===== src/rtl/v_hier_drv.sv =====
// ---------------------------------------------------------------------------
// v_hier_drv
//   Stimulus/response driver and checker for the avec -> qvec interface of a
//   device under stimulus (v_hier_sub in hierarchy tests). One run sequences
//   NVEC vectors onto avec. Each vector is held for LAT+1 cycles
//   (DRIVE, LAT-1 WAITs, CHECK). In the CHECK cycle qvec is compared against
//   exp_q, and mismatches are counted.
//
// Optional build macro: V_HIER_DRV_LFSR_EN
//   defined   : vectors come from a Fibonacci LFSR that starts at LFSR_SEED
//   undefined : vectors are a wrapping counter 0,1,2,...; LFSR_SEED unused
//
// Parameters
//   WIDTH     width of avec/qvec/exp_q
//   NVEC      vectors per run, 1..2**16
//   LAT       cycles from avec change to qvec sample, >= 1
//   ERRW      width of the saturating error counter
//   LFSR_SEED first LFSR vector (LFSR build only), nonzero
//
// Ports
//   clk       in   clock, rising edge
//   rst       in   asynchronous reset, active-high
//   start     in   begin a run (sampled only in IDLE)
//   qvec      in   response from the device under stimulus
//   exp_q     in   expected response, valid in the CHECK cycle
//   avec      out  stimulus vector
//   busy      out  high from the cycle after start until DONE exits
//   done      out  one-cycle pulse at the end of a run
//   err_cnt   out  mismatch count for the current/last run
//   first_err out  index of the first mismatching vector, 16'hFFFF if none
// ---------------------------------------------------------------------------
module v_hier_drv #(
    parameter int unsigned      WIDTH     = 4,
    parameter int unsigned      NVEC      = 16,
    parameter int unsigned      LAT       = 2,
    parameter int unsigned      ERRW      = 8,
    parameter logic [WIDTH-1:0] LFSR_SEED = 4'h1
) (
    input  logic             clk,
    input  logic             rst,
    input  logic             start,
    input  logic [WIDTH-1:0] qvec,
    input  logic [WIDTH-1:0] exp_q,
    output logic [WIDTH-1:0] avec,
    output logic             busy,
    output logic             done,
    output logic [ERRW-1:0]  err_cnt,
    output logic [15:0]      first_err
);

    // Wait counter only has to hold LAT-1.
    localparam int unsigned CW = (LAT > 1) ? $clog2(LAT) : 1;
    localparam logic [ERRW-1:0] ERR_MAX  = {ERRW{1'b1}};
    localparam logic [15:0]     NO_ERR   = 16'hFFFF;
    localparam logic [15:0]     LAST_IDX = 16'(NVEC - 1);

    typedef enum logic [2:0] {
        S_IDLE,
        S_DRIVE,
        S_WAIT,
        S_CHECK,
        S_DONE
    } state_t;

    state_t           r_state;
    state_t           w_state_next;
    logic [WIDTH-1:0] r_avec;
    logic [ERRW-1:0]  r_err_cnt;
    logic [15:0]      r_first_err;
    logic [15:0]      r_idx;
    logic [CW-1:0]    r_wait;
    logic [WIDTH-1:0] w_first_vec;
    logic [WIDTH-1:0] w_next_vec;

    // Vector pattern generator.
`ifdef V_HIER_DRV_LFSR_EN
    assign w_first_vec = LFSR_SEED;
    assign w_next_vec  = {r_avec[WIDTH-2:0], r_avec[WIDTH-1] ^ r_avec[0]};
`else
    logic w_unused_seed;
    assign w_unused_seed = ^LFSR_SEED;   // seed only matters for the LFSR pattern
    assign w_first_vec   = '0;
    assign w_next_vec    = r_avec + WIDTH'(1);
`endif

    // State register.
    always_ff @(posedge clk or posedge rst) begin
        if (rst) begin
            r_state <= S_IDLE;
        end else begin
            r_state <= w_state_next;
        end
    end

    // Next-state logic.
    always_comb begin
        w_state_next = r_state;
        case (r_state)
            S_IDLE:  if (start) w_state_next = S_DRIVE;
            S_DRIVE: w_state_next = (LAT > 1) ? S_WAIT : S_CHECK;
            // The counter reaches zero on this transition, giving LAT-1 WAITs.
            S_WAIT:  if (r_wait == CW'(1)) w_state_next = S_CHECK;
            S_CHECK: w_state_next = (r_idx == LAST_IDX) ? S_DONE : S_DRIVE;
            S_DONE:  w_state_next = S_IDLE;
            default: w_state_next = S_IDLE;
        endcase
    end

    // Output logic.
    always_comb begin
        busy = (r_state != S_IDLE);
        done = (r_state == S_DONE);
    end

    // Datapath: vector, index, wait counter and error bookkeeping.
    always_ff @(posedge clk or posedge rst) begin
        if (rst) begin
            r_avec      <= '0;
            r_err_cnt   <= '0;
            r_first_err <= NO_ERR;
            r_idx       <= '0;
            r_wait      <= '0;
        end else begin
            case (r_state)
                S_IDLE: begin
                    if (start) begin
                        r_avec      <= w_first_vec;
                        r_err_cnt   <= '0;
                        r_first_err <= NO_ERR;
                        r_idx       <= '0;
                    end
                end
                S_DRIVE: r_wait <= CW'(LAT - 1);
                S_WAIT:  r_wait <= r_wait - CW'(1);
                S_CHECK: begin
                    // Written as if/else so an unknown compare result in
                    // simulation falls into the mismatch branch.
                    if (qvec == exp_q) begin
                    end else begin
                        if (r_err_cnt != ERR_MAX) begin
                            r_err_cnt <= r_err_cnt + ERRW'(1);
                        end
                        if (r_first_err == NO_ERR) begin
                            r_first_err <= r_idx;
                        end
                    end
                    if (r_idx != LAST_IDX) begin
                        r_idx  <= r_idx + 16'd1;
                        r_avec <= w_next_vec;
                    end
                end
                default: begin
                end
            endcase
        end
    end

    assign avec      = r_avec;
    assign err_cnt   = r_err_cnt;
    assign first_err = r_first_err;

endmodule

===== config.mk =====
export PLATFORM = sky130hd
export DESIGN_NAME = v_hier_drv
export DESIGN_NICKNAME = d
export VERILOG_FILES = /design/src/rtl/v_hier_drv.sv
export SDC_FILE = /design/constraint.sdc
export NUM_CORES = 1
export LEC_CHECK = 0
export BUFFER_PORTS_ARGS = -buffer_cell sky130_fd_sc_hd__buf_4
export CORE_MARGIN = 5
export CORE_UTILIZATION = 39
export DETAILED_ROUTE_END_ITERATION = 7
export HOLD_SLACK_MARGIN = 0.1
export SYNTH_ARGS = -nofsm -noshare
export SYNTH_HDL_FRONTEND = slang
export SYNTH_SLANG_ARGS = --single-unit

===== constraint.sdc =====
create_clock -name clk -period 6.4 [get_ports clk]
set_input_delay 1.28 -clock clk [delete_from_list [all_inputs] [get_ports clk]]
set_output_delay 1.28 -clock clk [all_outputs]
set_load 0.005 [all_outputs]

* After elaboration in Yosys (flattened, before gate mapping)
Cells that the tools add are included.
Storage, ports and cells: register bits 48, input port bits 11, memories 0, output and inout bits 30, memory bits (writable) 0, logic and storage cells 52, ROM bits 0, bits in latches 0
Operators by class: shift operators 0, divide/modulo/power cells 0, $add $sub $neg 4, reduce and logical (&&, ||, !) cells 8, $lt $le $gt $ge 0, equal/unequal tests 15, multiply operators 0, bitwise operators 0, muxes and demuxes 19
Operators with widths (count):
- $mux W16 | 5
- $pmux W16 S2 | 2
- $mux W8 | 3
- $add A16 B1 Y16 const B | 1
- $eq A16 B16 Y1 const B | 1
- $eq A16 B4 Y1 const B | 1
- $ne A16 B4 Y1 const B | 1
- $pmux W8 S2 | 1
- $ne A2 B2 Y1 const B | 6
- $pmux W3 S4 | 1
- $mux W3 | 3
- $add A8 B1 Y8 const B | 1
- $mux W4 | 2
- $ne A8 B8 Y1 const B | 1
- $pmux W4 S2 | 1
- $reduce_and A4 Y1 | 2
- $eq A3 B2 Y1 const B | 2
- $add A4 B1 Y4 const B | 1
- $eq A4 B4 Y1 | 1
- $reduce_bool A2 Y1 | 2
- $eq A3 B1 Y1 const B | 1
- $eq A3 B3 Y1 const B | 1
- $logic_not A3 Y1 | 1
- $reduce_and A3 Y1 | 1
- 4 further kinds | 4

* Depth between registers and ports, before layout
Gate-level depths: netlist of run 1.
depth in word-level cells 4, gate-level depth with buffers 7, depth with buffers taken out 5

* Least setup slack after synthesis of run 1
No wires, ideal clock.
path type input-to-reg, from in exp_q[1], to reg r_err_cnt[4], in the netlist err_cnt[4], data arrival time 2.492 ns, setup time 0.135 ns, stages 5, buffers on the path 1, setup slack 3.773 ns, required time 6.265 ns, cells stage by stage xor2_1 > o41ai_1 > buf_2 > nor4b_1 > mux2i_1
On the way: cells in the longest elaborated chain, start to end 3
RTL lines:
- start: declaration | RTL line 43 | input logic [WIDTH-1:0] exp_q,
- $eq A4 B4 Y1 | RTL line 138 | if (qvec == exp_q) begin
- $ne A2 B2 Y1 (no source line)
- $reduce_and A4 Y1 (no source line)
- end signal: assignment | RTL line 141 | r_err_cnt <= r_err_cnt + ERRW'(1);
- end: declaration | RTL line 68 | logic [ERRW-1:0] r_err_cnt;
Every way passes these cells. A chain may end at the register's enable or synchronous reset.

* Worst setup path in the final report of run 1
from in start, to reg r_first_err[0], in the netlist first_err[0]
On the way: cells in the longest elaborated chain, start to end 2
RTL lines:
- start: declaration | RTL line 41 | input logic start,
- $ne A2 B2 Y1 (no source line)
- $reduce_and A4 Y1 (no source line)
- end signal: assignment | RTL line 144 | r_first_err <= r_idx;
- end: declaration | RTL line 69 | logic [15:0] r_first_err;
Every way passes these cells.

==> results.sh, run 1 <==
export IMPL_status="finished, final reports clean"
export IMPL_synthMuxAreaShare=0.0683
export IMPL_slew_headroom=0.234
export IMPL_synthSimpleGateAreaFrac=0.186
export IMPL_antenna_left=0
export IMPL_cap_violations=0
export IMPL_cp_num_buf_inv=1
export IMPL_cts_setup_buffers=0
export IMPL_slowest_delay_ps=860
export IMPL_tritoncts="yes"
export IMPL_syn_num_nets=282
export IMPL_postCtsHoldBufs=0
export IMPL_die_area_sq_um=8510
export IMPL_firstDrtPassIters=4
export IMPL_fmax_mhz=354
export IMPL_clock_sinks=48
export IMPL_portBuffers=40
export IMPL_htree_levels=2
export IMPL_cts_resized=0
export IMPL_fin_area_sq_um=3060
export IMPL_first_iter_violations=58
export IMPL_worstPathMaxFanout=16
export IMPL_synthCells=268
export IMPL_dpl_cell_area_sq_um=2950
export IMPL_synth_seq_area_share=0.463
export IMPL_cts_path_max_buffers=2
export IMPL_drive_gt1_frac=0.245
export IMPL_fin_crit_ps=2830
export IMPL_place_congestion=0.770
export IMPL_required_ps=6630
export IMPL_final_net_count=315
export IMPL_slowest_stage="a221oi_4"
export IMPL_wl_per_cell_um=15.8
export IMPL_clock_skew_ps=8.28
export IMPL_synthXorXnorAreaFrac=0.0232
export IMPL_grt_pass1_vias=2106
export IMPL_tns_ps=0
export IMPL_peakVddDrop_uv=154
export IMPL_syn_avg_cell_area_sq_um=9.84
export IMPL_critPathKind="input port to register"
export IMPL_powerDensity_nw_per_um2=386
export IMPL_worstPathCellList="buf_4 -> nor3b_1 -> o21ai_0 -> a221oi_4 -> mux2i_1"
export IMPL_grt_max_degree=49
export IMPL_grt_use_total=0.151
export IMPL_synth_compound_area_share=0.173
export IMPL_ys_ff_latch=48
export IMPL_p_leak_nw=1.36
export IMPL_async_flop_share=1.00
export IMPL_fp_dieW_um=92.2
export IMPL_netlist_area_sq_um=2640
export IMPL_hp_class="register to register"
export IMPL_cts_buffers=5
export IMPL_clock_latency_ps=300
export IMPL_root_buffer="clkbuf_8"
export IMPL_synth_edf_count=0
export IMPL_coreArea_sq_um=6680
export IMPL_grt_ovfl_total=0
export IMPL_clkTransAtPathRegs_ps=100
export IMPL_drv_slew=0
export IMPL_synth_top_family_by_area="simple AND/OR/NAND/NOR gates"
export IMPL_setup_viol=0
export IMPL_cp_top_family="compound AO/OA/AOI/OAI gates"
export IMPL_crit_arrival_ps=3050
export IMPL_ys_warnings_count=0
export IMPL_synth_distinct_cells=50
export IMPL_fp_dieH_um=92.2
export IMPL_post_dp_hpwl_um=4230
export IMPL_io_pins=41
export IMPL_remaining_drc_errors=0
export IMPL_final_period_utilization=0.442
export IMPL_diodes=0
export IMPL_antenna_found_initial=0
export IMPL_row_count=30
export IMPL_rsz0062_at_grt="false"
export IMPL_grt_pass1_wl_um=10500
export IMPL_end_kind="register"
export IMPL_synthAdderAreaFrac=0.0142
export IMPL_routed_via_count=2144
export IMPL_viasPerCell=5.61
export IMPL_ys_flop_type="dfrtp_1"
export IMPL_syn_to_final_growth_pct=16.0
export IMPL_worstMarginPinSlew_ps=1140
export IMPL_start_util=0.395
export IMPL_hold_viol_final=0
export IMPL_critPathLaunchType="input port"
export IMPL_drt_total_wl_um=6030
## cells by family after synthesis
group,count (synthesis)
flip-flops,48
XOR/XNOR,7
adder cells (fa/ha/maj),3
AO/OA/AOI/OAI,63
AND/OR/NAND/NOR,89
buffers and inverters,40
multiplexers,18
## cells in the mapped netlist (3+ instances only)
cell | number | area (sq um)
a21oi_1 | 17 | 85.1
and3_1 | 3 | 18.8
buf_2 | 4 | 20.0
buf_6 | 3 | 33.8
clkbuf_1 | 6 | 22.5
dfrtp_1 | 32 | 801
dfstp_2 | 16 | 420
ha_1 | 3 | 37.5
inv_1 | 26 | 97.6
mux2i_1 | 18 | 180
nand2_1 | 10 | 37.5
nand3_1 | 9 | 45.0
nand4_1 | 8 | 50.1
nor2_1 | 25 | 93.8
nor3_1 | 3 | 15.0
nor4_1 | 4 | 25.0
o21ai_0 | 13 | 65.1
o311ai_0 | 3 | 26.3
o31ai_1 | 7 | 52.6
o41ai_1 | 4 | 35.0
or3_1 | 7 | 43.8
or4_1 | 5 | 37.5
xor2_1 | 5 | 43.8
## flip-flops by register name (all words and copies together) (netlist names)
register and cells:
avec 4, err_cnt 8, first_err 16, r_idx 16
r_state 3, r_wait 1
## cells in the final DEF, fill, tap and decap left out, types with 4 or more instances in the layout
cell      netlist  final
or4_1           5      5
inv_1          26     25
nor4_1          4      4
nand3_1         9      9
xor2_1          5      5
mux2i_1        18     18
nand2_1        10     10
a21oi_1        17     17
or3_1           7      7
buf_4           0     40
clkbuf_8        0      5
dfrtp_1        32     32
o21ai_0        13     13
nand4_1         8      8
o31ai_1         7      7
nor2_1         25     25
dfstp_2        16     16
## final timing paths
check / start / slack (ps) / cells after the start / to
max: start / 3570 / 5 / first_err[0]
min: first_err[8] / 480 / 2 / first_err[8]
max reg2reg: first_err[12] / 3810 / 4 / first_err[0]
min reg2reg: first_err[8] / 480 / 2 / first_err[8]
max in group asynchronous: rst / 4570 / 2 / r_idx[4]
min in group asynchronous: rst / 1210 / 2 / r_idx[13]
## metrics by stage
stage | instances | setup WS [ps] | utilization | hold WS, ps | total power, mW
final | 382 | 3570 | 0.458 | 483 | 1.18
after global routing | 382 | 3400 | 0.458 | 501 | 1.29
after CTS | 382 | 3520 | 0.458 | 483 | 1.20
after detailed placement | 374 | 3210 | 0.442 | 466 | 0.989
after global placement | 374 | 3280 | 0.442 | 465 | 0.980
after floorplan | 268 | 3770 | - | 461 | 0.822
## power by group
group / internal [mW] / total, mW / switching (mW)
Combinational: 0.222 / 0.460 / 0.238
Clock: 0.100 / 0.206 / 0.106
Sequential: 0.417 / 0.515 / 0.0975
## worst register-to-register path, stage by stage, from the launching register on
cell      delay, ps
dfstp_2         560
nand4_1         160
or4_4           580
a221oi_4        930
mux2i_1         300
## layout make-up
| class | count | area, sq um |
|---|---|---|
| multi-input cells | 180 | 1230 |
| inverters | 26 | 97.6 |
| well taps | 80 | 100 |
| flip-flops and latches | 48 | 1220 |
| repair buffers | 40 | 300 |
| clock inverters | 2 | 12.5 |
| clock buffers | 6 | 93.8 |
| fillers | 650 | 3620 |
## layer usage
| layer | up-vias | GRT usage | part of all wire | wire, um |
|---|---|---|---|---|
| met3 | 10 | 0.0345 | 0.048 | 292 |
| li1 | 1044 | - | - | - |
| met2 | 44 | 0.236 | 0.48 | 2870 |
| met1 | 1046 | 0.212 | 0.46 | 2790 |
| met4 | 0 | 0.0371 | 0.012 | 75 |
| met5 | - | 0 | 0 | 0 |
Note: power is estimated with default switching activity, not from simulation.
==> inputs of run 2 (changes only) <==
- ABC_AREA: not set -> 1
- clock period: 6.4 -> 2.4 ns (I/O delays scaled with it)
==> run 2 against run 1 <==
  * Worst setup slack got worse by 2900 ps
  * Routed wire length rose by 9.0%
  * Clock skew grew 1.6 ps
  * Count of clock-buffer cells in the layout is the same
  * First-iteration DRC count is 130% higher
  * Global-route usage is 0.20 points higher
  * Critical endpoint is now r_idx[5]
  * Via count rose by 19%
  * Critical path depth grew 5
  * Sequential share of layout area down 3.0 points
  * Total power increased to 3.2 times the previous value
  * Clock power grew to 2.8 times the previous value
  * Register-to-register slack worse by 3200 ps
==> results.sh, run 2 <==
export IMPL_grt_max_degree=42
export IMPL_post_dp_hpwl_um=4860
export IMPL_worstPathMaxFanout=10
export IMPL_required_ps=2640
export IMPL_crit_reg2reg_launch="r_idx[1]"
export IMPL_portBuffers=40
export IMPL_synthCells=385
export IMPL_slew_headroom=0.674
export IMPL_slowest_delay_ps=420
export IMPL_diodes=0
export IMPL_synth_common_cells="nand2_1, nand3_1, inv_1, dfrtp_1, nor2_1"
export IMPL_ys_flop_type="dfrtp_1"
export IMPL_mostFrequentLayoutCell="nand2_1"
export IMPL_place_congestion=0.870
export IMPL_remaining_drc_errors=0
export IMPL_tns_ps=0
export IMPL_tritoncts="yes"
export IMPL_cp_common_cell="nand2_1"
export IMPL_syn_avg_cell_area_sq_um=7.29
export IMPL_yosysTopAreaCell="dfrtp_1"
export IMPL_switchingPower_mw=1.65
export IMPL_cts_setup_buffers=0
export IMPL_slowest_stage="dfrtp_1"
export IMPL_root_buffer="clkbuf_8"
export IMPL_wl_per_cell_um=12.5
export IMPL_power_frac_comb=0.444
export IMPL_htree_levels=2
export IMPL_clock_latency_ps=300
export IMPL_synth_top_family_by_area="simple AND/OR/NAND/NOR gates"
export IMPL_clock_skew_ps=9.86
export IMPL_synth_most_common_cell="nand2_1"
export IMPL_fp_dieH_um=94.8
export IMPL_first_iter_violations=135
export IMPL_cp_top_family="simple AND/OR/NAND/NOR gates"
export IMPL_cp_num_buf_inv=2
export IMPL_synthTopCellsByArea="dfrtp_1, nand2_1, dfstp_2, nand3_1, inv_1"
export IMPL_critPathLaunchType="register"
export IMPL_end_kind="register"
export IMPL_postCtsHoldBufs=0
export IMPL_cts_path_max_buffers=2
export IMPL_worstMarginPinSlew_ps=488
export IMPL_netlist_area_sq_um=2810
export IMPL_setup_viol=0
export IMPL_synthSimpleGateAreaFrac=0.430
export IMPL_powerDensity_nw_per_um2=1150
export IMPL_final_cell_mix="nand2_1, nand3_1, buf_4"
export IMPL_hold_viol_final=0
export IMPL_worstPathCellList="ha_1 -> nand2_1 -> nor2_4 -> inv_1 -> nor2_1 -> nand3_2 -> nand2_1 -> buf_4 -> nand2_1 -> nand2_1"
export IMPL_nFillCells=727
export IMPL_cts_buffers=5
export IMPL_coreArea_sq_um=7140
export IMPL_grt_ovfl_total=0
export IMPL_cts_resized=0
export IMPL_synthMuxAreaShare=0
export IMPL_peakVddDrop_uv=418
export IMPL_hp_class="input port to asynchronous set/reset pin"
export IMPL_synth_edf_count=0
export IMPL_fp_dieW_um=94.8
export IMPL_routed_via_count=2548
export IMPL_synthXorXnorAreaFrac=0.0156
export IMPL_ys_ff_latch=48
export IMPL_critPathKind="register to register"
export IMPL_synth_distinct_cells=30
export IMPL_r2r_worst_path_cells=10
export IMPL_start_util=0.393
export IMPL_syn_num_nets=399
export IMPL_die_area_sq_um=8990
export IMPL_firstDrtPassIters=4
export IMPL_ys_warnings_count=0
export IMPL_p_int_mw=2.17
export IMPL_crit_arrival_ps=2020
export IMPL_antenna_left=0
export IMPL_r2r_slack_ps=630
export IMPL_final_period_utilization=0.739
export IMPL_synth_compound_area_share=0.0348
export IMPL_row_count=31
export IMPL_syn_to_final_growth_pct=18.1
export IMPL_rsz0062_at_grt="false"
export IMPL_synthAdderAreaFrac=0.0134
export IMPL_whs_ps=190
export IMPL_io_pins=41
export IMPL_viasPerCell=4.84
export IMPL_p_sw_frac=0.432
export IMPL_async_flop_share=1.00
export IMPL_fmax_mhz=564
export IMPL_grt_pass1_wl_um=11100
export IMPL_cap_violations=0
export IMPL_final_net_count=440
export IMPL_synth_seq_area_share=0.435
export IMPL_drv_slew=0
export IMPL_clkTransAtPathRegs_ps=100
export IMPL_grt_use_total=0.153
export IMPL_clock_sinks=48
export IMPL_p_leak_nw=1.64
export IMPL_p_seq_frac=0.408
export IMPL_drive_gt1_frac=0.201
export IMPL_synth_top_cell_area_share=0.285
export IMPL_r2r_end="r_idx[5]"
export IMPL_antenna_found_initial=0
export IMPL_clkPwrFrac=0.149
export IMPL_grt_pass1_vias=2312
export IMPL_status="finished, final reports clean"
export IMPL_fin_crit_ps=1770
export IMPL_drt_total_wl_um=6570
run 2: cell count changes after synthesis, moves of 7 or more:
cell	change
mux2i_1	-18
nand3_1	+43
o21ai_1	+8
or3_1	-7
inv_1	+8
nand2_1	+142
o31ai_1	-7
a21oi_1	-16
o21ai_0	-7
run 2: worst register-to-register path, delay by kind of cell (launching register included):
family	cells	cell delay [ps]
DFF	1	420
and+or+nand+nor	7	810
adders and majority gates	1	240
buffers and inverters	2	250
run 2: routing by layer:
| layer | global-route usage | vias to the layer above | share of wire |
|---|---|---|---|
| met5 | 0 | - | 0 |
| met4 | 0.0361 | 0 | 0.0093 |
| met3 | 0.0279 | 6 | 0.056 |
| met2 | 0.238 | 66 | 0.46 |
| met1 | 0.220 | 1153 | 0.47 |
| li1 | - | 1323 | - |
run 2: how the worst max path moves through the flow:
stage	startpoint	endpoint	slack (ps)	depth (start not counted)
2_1_floorplan	rst	avec[0]	800	1
3_3_place_gp	first_err[8]	first_err[6]	640	7
3_5_place_dp	r_idx[1]	r_idx[13]	640	10
4_1_cts	r_idx[1]	r_idx[11]	620	10
5_1_grt	r_idx[1]	r_idx[13]	420	10
6_report	r_idx[1]	r_idx[5]	630	10
run 2: layout make-up:
| cell class | count | area, sq um | share of cell area |
|---|---|---|---|
| clock buffers | 6 | 93.8 | 0.0283 |
| clock inverters | 2 | 15.0 | 0.00453 |
| inverters | 35 | 131 | 0.0397 |
| multi-input cells | 292 | 1390 | 0.418 |
| flip-flops and latches | 48 | 1220 | 0.369 |
| well taps | 99 | 124 | 0.0374 |
| repair buffers | 44 | 343 | 0.103 |
run 2: kinds of logic after synthesis:
| kind of cell | Yosys count |
|---|---|
| xor gates and xnor gates | 5 |
| AOI/OAI and AO/OA | 17 |
| DFF | 48 |
| adders and majority gates | 3 |
| and+or+nand+nor | 267 |
| buffers and inverters | 45 |
run 2: power by group through the flow:
stage | Combinational (mW) | Sequential (mW) | Clock [mW]
2_1_floorplan | 1.15 | 1.51 | 0
3_5_place_dp | 1.70 | 1.57 | 0
5_1_grt | 1.93 | 1.62 | 0.616
3_3_place_gp | 1.68 | 1.56 | 0
4_1_cts | 1.70 | 1.56 | 0.576
6_report | 1.69 | 1.56 | 0.567
run 2: stage by stage:
stage	setup slack [ps]	cell area [sq um]	power [mW]	std cells	util
5_1_grt	416	3310	4.16	526	0.464
3_3_place_gp	645	3200	3.24	518	0.449
3_5_place_dp	641	3200	3.26	518	0.449
2_1_floorplan	802	2810	2.66	385	-
4_1_cts	617	3310	3.84	526	0.464
6_report	626	3310	3.82	526	0.464
==> inputs of run 3 (changes only) <==
- clock period: 2.4 -> 1.52 ns (I/O delays scaled with it)
==> run 3 against run 2 <==
  * Utilization up 11 points
  * Die area unchanged
  * Cell area up 24%
  * Largest power group unchanged
  * Clock power up 69%
  * Count of clock-buffer cells in the layout up 2
  * Total power up 110%
  * Critical endpoint is now busy
  * First-iteration DRC count up 31%
  * Flip-flop and latch count unchanged
  * The run now ends with setup timing left
  * Final cell count up 11%
  * Highest routed layer unchanged
  * Routed wire length up 22%
==> results.sh, run 3 (same netlist as run 2, synthesis figures left out) <==
export IMPL_viasPerCell=4.94
export IMPL_grt_use_total=0.169
export IMPL_r2r_slack_ps=-4
export IMPL_grt_max_degree=49
export IMPL_cap_violations=0
export IMPL_end_kind="output port"
export IMPL_worstMarginPinSlew_ps=268
export IMPL_drv_slew=0
export IMPL_mostFrequentLayoutCell="nand2_1"
export IMPL_htree_levels=2
export IMPL_remaining_drc_errors=0
export IMPL_clock_sinks=48
export IMPL_slowest_delay_ps=450
export IMPL_diodes=0
export IMPL_first_iter_violations=177
export IMPL_critPathLaunchType="register"
export IMPL_cts_path_max_buffers=2
export IMPL_hp_class="input port to register"
export IMPL_place_congestion=0.949
export IMPL_tns_ps=-4.94
export IMPL_required_ps=1220
export IMPL_syn_to_final_growth_pct=46.4
export IMPL_grt_pass1_vias=2585
export IMPL_hold_start="start"
export IMPL_powerDensity_nw_per_um2=1950
export IMPL_nFillCells=672
export IMPL_status="finished, violations left"
export IMPL_slowest_stage="dfrtp_2"
export IMPL_setup_viol=2
export IMPL_final_cell_mix="nand2_1, buf_4, nand3_1"
export IMPL_routed_via_count=2881
export IMPL_die_area_sq_um=8990
export IMPL_root_buffer="clkbuf_8"
export IMPL_violations="setup timing"
export IMPL_whs_path_depth=3
export IMPL_fin_crit_ps=1520
export IMPL_hold_end="r_state[0]"
export IMPL_antenna_found_initial=0
export IMPL_slew_headroom=0.820
export IMPL_setup_slack_ps=-4.32
export IMPL_hold_viol_final=0
export IMPL_cts_buffers=5
export IMPL_firstDrtPassIters=4
export IMPL_fp_dieH_um=94.8
export IMPL_worstPathMaxFanout=4
export IMPL_portBuffers=40
export IMPL_grt_ovfl_total=0
export IMPL_r2r_end="r_idx[11]"
export IMPL_drt_total_wl_um=8020
export IMPL_coreArea_sq_um=7140
export IMPL_r2r_worst_path_cells=10
export IMPL_rsz0062_at_grt="true"
export IMPL_crit_reg2reg_launch="r_idx[0]"
export IMPL_tritoncts="yes"
export IMPL_post_dp_hpwl_um=5270
export IMPL_final_period_utilization=1.00
export IMPL_grt_pass1_wl_um=12200
export IMPL_peakVddDrop_uv=755
export IMPL_worstPathCellList="nor2_2 -> buf_4 -> nand2_2 -> buf_6"
export IMPL_io_pins=41
export IMPL_cp_num_buf_inv=2
export IMPL_final_net_count=497
export IMPL_antenna_left=0
export IMPL_critPathKind="register to output port"
export IMPL_clock_latency_ps=310
export IMPL_drive_gt1_frac=0.413
export IMPL_fmax_mhz=656
export IMPL_wl_per_cell_um=13.8
export IMPL_p_leak_nw=2.02
export IMPL_clock_skew_ps=8.89
export IMPL_fp_dieW_um=94.8
export IMPL_cp_top_family="flip-flops"
export IMPL_row_count=31
export IMPL_crit_arrival_ps=1220
export IMPL_clkTransAtPathRegs_ps=90
export IMPL_start_util=0.393
export IMPL_final_util=0.576
==> run 3: report_power, final <==
| group | leakage [nW] | internal [mW] | switching (mW) |
|---|---|---|---|
| Clock | 0.0627 | 0.515 | 0.446 |
| Combinational | 1.36 | 2.22 | 2.40 |
| Sequential | 0.593 | 1.96 | 0.467 |
==> run 3: final cells by class <==
cell class / instances / area (sq um) / share of cell area
inverters: 35 / 134 / 0.0326
clock buffers: 8 / 121 / 0.0295
well taps: 99 / 124 / 0.0302
flip-flops and latches: 48 / 1230 / 0.299
multi-input cells: 294 / 1630 / 0.397
repair buffers: 99 / 871 / 0.212
==> run 3: worst register-to-register path: stages (launching register included) <==
cell,delay [ps]
dfrtp_1,380
ha_2,210
nand2_2,80
nor2_4,100
inv_2,50
nor2_4,90
nand3_2,120
nand2_4,150
clkbuf_16,180
nand2_2,50
nand2_1,50
==> run 3: worst max path at each step <==
| stage | cells past startpoint | from | slack [ps] | endpoint |
|---|---|---|---|---|
| 6_report | 4 | r_state[0] | -4 | busy |
| 2_1_floorplan | 10 | r_idx[0] | 8 | avec[2] |
| 3_3_place_gp | 9 | r_idx[0] | 60 | r_state[0] |
| 3_5_place_dp | 9 | r_idx[1] | 10 | r_state[0] |
| 4_1_cts | 7 | r_state[2] | -0.8 | err_cnt[1] |
| 5_1_grt | 10 | r_idx[1] | -70 | r_idx[9] |
==> run 3: layer usage <==
layer / vias up / wire length (um) / GRT usage / part of all wire
li1: 1440 / - / - / -
met1: 1372 / 3660 / 0.236 / 0.46
met2: 58 / 3880 / 0.270 / 0.48
met3: 11 / 361 / 0.0303 / 0.045
met4: 0 / 123 / 0.0457 / 0.015
met5: - / 0 / 0 / 0
==> run 3: repair_timing <==
action / in CTS / in global routing
gates cloned: 0 / 6
hold buffers: 1 / 0
resized for setup: 3 / 75
pin swaps: 0 / 19
endpoints found under the hold margin: 32 / 0
setup buffers: 2 / 16
setup endpoints to repair: 8 / 47
==> run 3: stage by stage <==
step | instance area, sq um | worst slack (ps) | total power, mW | std cells | hold WS, ps
floorplan | 2810 | 7.79 | 4.19 | 385 | 458
global placement | 3470 | 63.2 | 5.67 | 550 | 374
detailed placement | 3470 | 14.0 | 5.71 | 550 | 378
CTS | 3620 | -0.837 | 6.70 | 561 | 277
global route | 4110 | -74.6 | 8.55 | 583 | 306
finish | 4110 | -4.32 | 8.00 | 583 | 283
